$ cat src/rtl/neuron_pkg.sv
// Shared constants and state encoding for the neuron layer sequencer.
package neuron_pkg;

    localparam int DEF_WEIGHT_W   = 8;
    localparam int DEF_LATENCY    = 7;
    localparam int DEF_LOAD_DEPTH = 32;

    typedef enum logic [1:0] {
        S_IDLE = 2'd0,
        S_LOAD = 2'd1,
        S_RUN  = 2'd2,
        S_DONE = 2'd3
    } state_t;

endpackage

$ cat src/rtl/neuron_layer_ctrl.sv
// Sequencer for neuron_layer: streams weights onto its programming bus and
// runs single-vector inferences, holding layer_in for the pipeline depth.
module neuron_layer_ctrl
    import neuron_pkg::*;
#(
    parameter int SIZE       = 32,
    parameter int WEIGHT_W   = DEF_WEIGHT_W,
    parameter int LOAD_DEPTH = DEF_LOAD_DEPTH,
    parameter int ADDR_W     = 5,
    parameter int LATENCY    = DEF_LATENCY
) (
    input  logic                clk,
    input  logic                rst_n,
    input  logic                cfg_start,
    input  logic                wt_valid,
    input  logic [WEIGHT_W-1:0] wt_data,
    output logic                wt_ready,
    input  logic                inf_valid,
    input  logic [SIZE-1:0]     inf_data,
    output logic                inf_ready,
    output logic                res_valid,
    output logic                res_data,
    input  logic                res_ready,
    output logic                load_done,
    output logic                busy,
    output logic                layer_swr,
    output logic [ADDR_W-1:0]   layer_set_addr,
    output logic [WEIGHT_W-1:0] layer_set_weight,
    output logic [SIZE-1:0]     layer_in,
    input  logic                layer_out
);

    localparam int LAT_W = $clog2(LATENCY) + 1;

    state_t            state, state_nxt;
    logic [ADDR_W-1:0] addr_cnt;
    logic [LAT_W-1:0]  lat_cnt;
    logic              last_beat;
    logic              lat_done;

    assign last_beat = wt_valid && (addr_cnt == ADDR_W'(LOAD_DEPTH - 1));
    assign lat_done  = (lat_cnt == LAT_W'(LATENCY - 1));

    always_ff @(posedge clk or negedge rst_n) begin
        if (!rst_n) state <= S_IDLE;
        else        state <= state_nxt;
    end

    always_comb begin
        state_nxt = state;
        case (state)
            S_IDLE: begin
                if (cfg_start)      state_nxt = S_LOAD;
                else if (inf_valid) state_nxt = S_RUN;
            end
            S_LOAD:  if (last_beat) state_nxt = S_IDLE;
            S_RUN:   if (lat_done)  state_nxt = S_DONE;
            S_DONE:  if (res_ready) state_nxt = S_IDLE;
            default: state_nxt = S_IDLE;
        endcase
    end

    // A simultaneous cfg_start steals the cycle, so the vector must not look accepted.
    always_comb begin
        wt_ready  = (state == S_LOAD);
        inf_ready = (state == S_IDLE) && !cfg_start;
        busy      = (state != S_IDLE);
    end

    always_ff @(posedge clk or negedge rst_n) begin
        if (!rst_n) begin
            addr_cnt         <= '0;
            lat_cnt          <= '0;
            layer_swr        <= 1'b0;
            layer_set_addr   <= '0;
            layer_set_weight <= '0;
            layer_in         <= '0;
            load_done        <= 1'b0;
            res_valid        <= 1'b0;
            res_data         <= 1'b0;
        end else begin
            layer_swr <= 1'b0;
            load_done <= 1'b0;
            case (state)
                S_IDLE: begin
                    if (cfg_start) begin
                        addr_cnt <= '0;
                    end else if (inf_valid) begin
                        layer_in <= inf_data;
                        lat_cnt  <= '0;
                    end
                end
                S_LOAD: begin
                    if (wt_valid) begin
                        layer_swr        <= 1'b1;
                        layer_set_addr   <= addr_cnt;
                        layer_set_weight <= wt_data;
                        // Counter parks on the last address instead of wrapping.
                        if (last_beat) load_done <= 1'b1;
                        else           addr_cnt  <= addr_cnt + 1'b1;
                    end
                end
                S_RUN: begin
                    lat_cnt <= lat_cnt + 1'b1;
                    if (lat_done) begin
                        res_data  <= layer_out;
                        res_valid <= 1'b1;
                    end
                end
                S_DONE: begin
                    if (res_ready) res_valid <= 1'b0;
                end
                default: ;
            endcase
        end
    end

endmodule

$ cat config.mk
export PLATFORM = sky130hd
export DESIGN_NAME = neuron_layer_ctrl
export DESIGN_NICKNAME = d
export VERILOG_FILES = /design/src/rtl/neuron_pkg.sv /design/src/rtl/neuron_layer_ctrl.sv
export SDC_FILE = /design/constraint.sdc
export NUM_CORES = 1
export LEC_CHECK = 0
export BUFFER_PORTS_ARGS = -buffer_cell sky130_fd_sc_hd__buf_2
export CAP_MARGIN = 40
export CORE_MARGIN = 2
export CORE_UTILIZATION = 49
export DETAILED_ROUTE_END_ITERATION = 8
export HOLD_SLACK_MARGIN = 0.08
export MAX_ROUTING_LAYER = met4
export PLACE_DENSITY_LB_ADDON = 0.12
export SETUP_SLACK_MARGIN = 0.05
export SLEW_MARGIN = 10
export SYNTH_ARGS = -nofsm -noshare
export SYNTH_HDL_FRONTEND = slang
export SYNTH_SLANG_ARGS = --single-unit
$ cat constraint.sdc
create_clock -name clk -period 2.5 [get_ports clk]
set_input_delay 0 -clock clk [delete_from_list [all_inputs] [get_ports clk]]
set_output_delay 0 -clock clk [all_outputs]
set_load 0.01 [all_outputs]
==> impl_metrics.tcl <==
set metrics [dict create \
    synth_seq_cells 60 \
    worst_r2r_endpoint "addr_cnt[4]" \
    worst-setup-path-type "reg2reg" \
    initial_utilization 0.511 \
    synth_flop_cell "dfrtp_1" \
    final-hold-violation-count 0 \
    ys_top_cells_by_area "dfrtp_1 (58%), mux2_4 (17%), mux2_2 (6.0%)" \
    layout.cells.non_filler 396 \
    cts_tree "yes" \
    synth_warnings 0 \
    core_area_sq_um 5110 \
    p_leak_nw 1.93 \
    drt_iter0_drc 61 \
    timing.final.crit_share 0.754 \
    slew_headroom 0.619 \
    ff2ff_setup_slack_ns 0.61 \
    outcome "complete, no violations" \
    grt_start_max_net_pins 34 \
    netlist_instances 171 \
    vdd_drop_max_mv 0.566 \
    nets 374 \
    postRouteAntennaNets 0 \
    dp_cells 336 \
    io_pins 99 \
    holdCritPathClass "in2async" \
    cts.sink_count 60 \
    cp_max_fo 5 \
    fmax_ghz 0.530 \
    ys_types 35 \
    htreeDepth 3 \
    layout_common_cells "buf_2 (98), dfrtp_1 (60), dlygate4sd3_1 (46)" \
    placed_area_sq_um 3160 \
    routed_wl_um 5870 \
    numCtsBuffers 9 \
    place.detailed.hpwl_um 3530 \
    grt.total_usage 0.219 \
    yosysSeqAreaShare 0.576 \
    clk_pin_slew_worst_paths_ns 0.07 \
    overflow 0 \
    antenna_found_initial 0 \
    fin_tns_setup_ns 0 \
    grt_pass1_wl_um 9760 \
    postCtsSetupBuffers 0 \
    final_util 0.746 \
    cp.required_ns 2.71 \
    path_cells "ha_1, and3_1, ha_1, nand2b_1, a22o_1, a22o_1" \
    setup_violations 0 \
    first_pass_iters 4 \
    rsz0062_at_grt "no" \
    clockBufferDepth 2 \
    clock_latency_ns 0.32 \
    io_buffer_count 98 \
    synth_async_sr_flop_share 1.00 \
    synth_top_area_cell "dfrtp_1" \
    period_minus_slack_ns 1.89 \
    fp.dieArea_sq_um 5920 \
    layout_commonest_cell "buf_2" \
    area_growth_pct 46.0 \
    arrival_ns 2.09 \
    r2r_start "addr_cnt[0]" \
    drive_gt1_frac 0.497 \
    post_cts_resized 0 \
    drt-vias-per-instance 4.84 \
    cp_num_buf_inv 0 \
    r2r_cells 6 \
    fp.dieW_um 77.0 \
    p_per_area_nw_per_um2 1100 \
    cpMaxStageDelayCell "dfrtp_1" \
    syn-num-nets 222 \
    syn_area_sq_um 2610 \
    drcViolationCount 0 \
    grt_pass1_vias 1976 \
    synth_top_area_frac 0.576 \
    rows 26 \
    syn_area_per_cell_sq_um 15.3 \
    fin_area_sq_um 3810 \
    critical-path-max-stage-delay_ns 0.43 \
    synth_edf_count 0 \
    gp_congestion 0.810 \
    cts_root_buf "clkbuf_8" \
    cp-start-kind "flip-flop" \
    finClkSkew_ns 0.00680 \
    crit_family "compound AO/OA/AOI/OAI gates" \
    num_vias 1918 \
    slew_violations 0 \
    diodes 0 \
    tightest_slew_ns 0.571 \
    wl_per_cell_um 14.8 \
    maxCapViolations 0 \
    end_kind "flip-flop" \
    die_h_um 77.0 \
]
## synth_stat cells, types with 2 or more instances
cell type / count
nor2_1: 4
mux2_4: 29
buf_12: 2
buf_6: 2
mux2_1: 5
nand3_1: 3
mux2_2: 14
o21ai_0: 3
nand3b_1: 4
a22o_1: 6
inv_1: 3
dfrtp_1: 60
nand2_1: 7
ha_1: 4
and3_1: 2
o211ai_1: 2
nand2b_1: 3
## registers in the layout (all words and copies together), names as in the netlist
register          cells
layer_in             32
res_valid             1
state                 2
layer_swr             1
addr_cnt              5
lat_cnt               4
res_data              1
layer_set_weight      8
layer_set_addr        5
load_done             1
## power breakdown
| group | switching (W) | leakage [nW] | internal, W | total, W |
|---|---|---|---|---|
| Clock | 0.000341 | 0.0983 | 0.000503 | 0.000844 |
| Sequential | 0.000286 | 0.737 | 0.00141 | 0.00169 |
| Combinational | 0.000721 | 1.09 | 0.000951 | 0.00167 |
| Total | 0.00135 | 1.93 | 0.00286 | 0.00421 |
## cell type report
| type | instances | area [sq um] |
|---|---|---|
| repair buffers | 148 | 993 |
| inverters | 3 | 11.3 |
| clock inverters | 2 | 35.0 |
| fillers | 355 | 1300 |
| well taps | 70 | 87.6 |
| multi-input cells | 101 | 1030 |
| clock buffers | 12 | 155 |
| flip-flops and latches | 60 | 1500 |
## timing repair
action	in CTS	in global routing
hold buffers	46	0
hold endpoints to repair	71	0
endpoints found under the setup margin	0	0
## per-stage QoR
step | hold WS [ns] | worst slack (ns) | total power [W]
after global placement | 0.0205 | 0.695 | 0.00327
final | 0.213 | 0.615 | 0.00421
after CTS | 0.224 | 0.615 | 0.00423
after floorplan | -0.296 | 0.766 | 0.00273
after global routing | 0.254 | 0.531 | 0.00447
after detailed placement | 0.0279 | 0.619 | 0.00331
## worst register-to-register path, stage by stage, from the launching register on
cell      delay [ns]
dfrtp_1         0.43
ha_1            0.23
and3_1          0.18
ha_1            0.22
nand2b_1        0.23
a22o_1          0.27
a22o_1          0.22
## worst max path at each step
stage	start	end	slack (ns)	cells past startpoint
after global routing	addr_cnt[0]	addr_cnt[0]	0.53	6
final	addr_cnt[0]	addr_cnt[4]	0.61	6
after floorplan	addr_cnt[0]	addr_cnt[4]	0.77	6
after global placement	addr_cnt[0]	addr_cnt[4]	0.70	6
after detailed placement	addr_cnt[0]	addr_cnt[4]	0.62	6
after CTS	addr_cnt[0]	addr_cnt[4]	0.61	6
## layer usage
layer / vias to the layer above / part of all wire / GRT usage
met2: 66 / 0.51 / 0.350
li1: 917 / - / -
met1: 925 / 0.43 / 0.268
met4: 0 / 0.017 / 0.102
met5: - / 0 / -
met3: 10 / 0.046 / 0.0447
## kinds of logic (layout without fill, tap and decap cells)
kind of cell / Yosys count / count (layout) / share of synthesized area
DFF: 60 / 60 / 0.576
muxes: 48 / 48 / 0.249
and+or+nand+nor: 32 / 32 / 0.0734
AOI/OAI and AO/OA: 16 / 16 / 0.0451
buffers and inverters: 10 / 165 / 0.0345
adders and majority gates: 4 / 4 / 0.0192
xor gates and xnor gates: 1 / 1 / 0.00336
No activity file was read; power rests on OpenSTA's default activity.
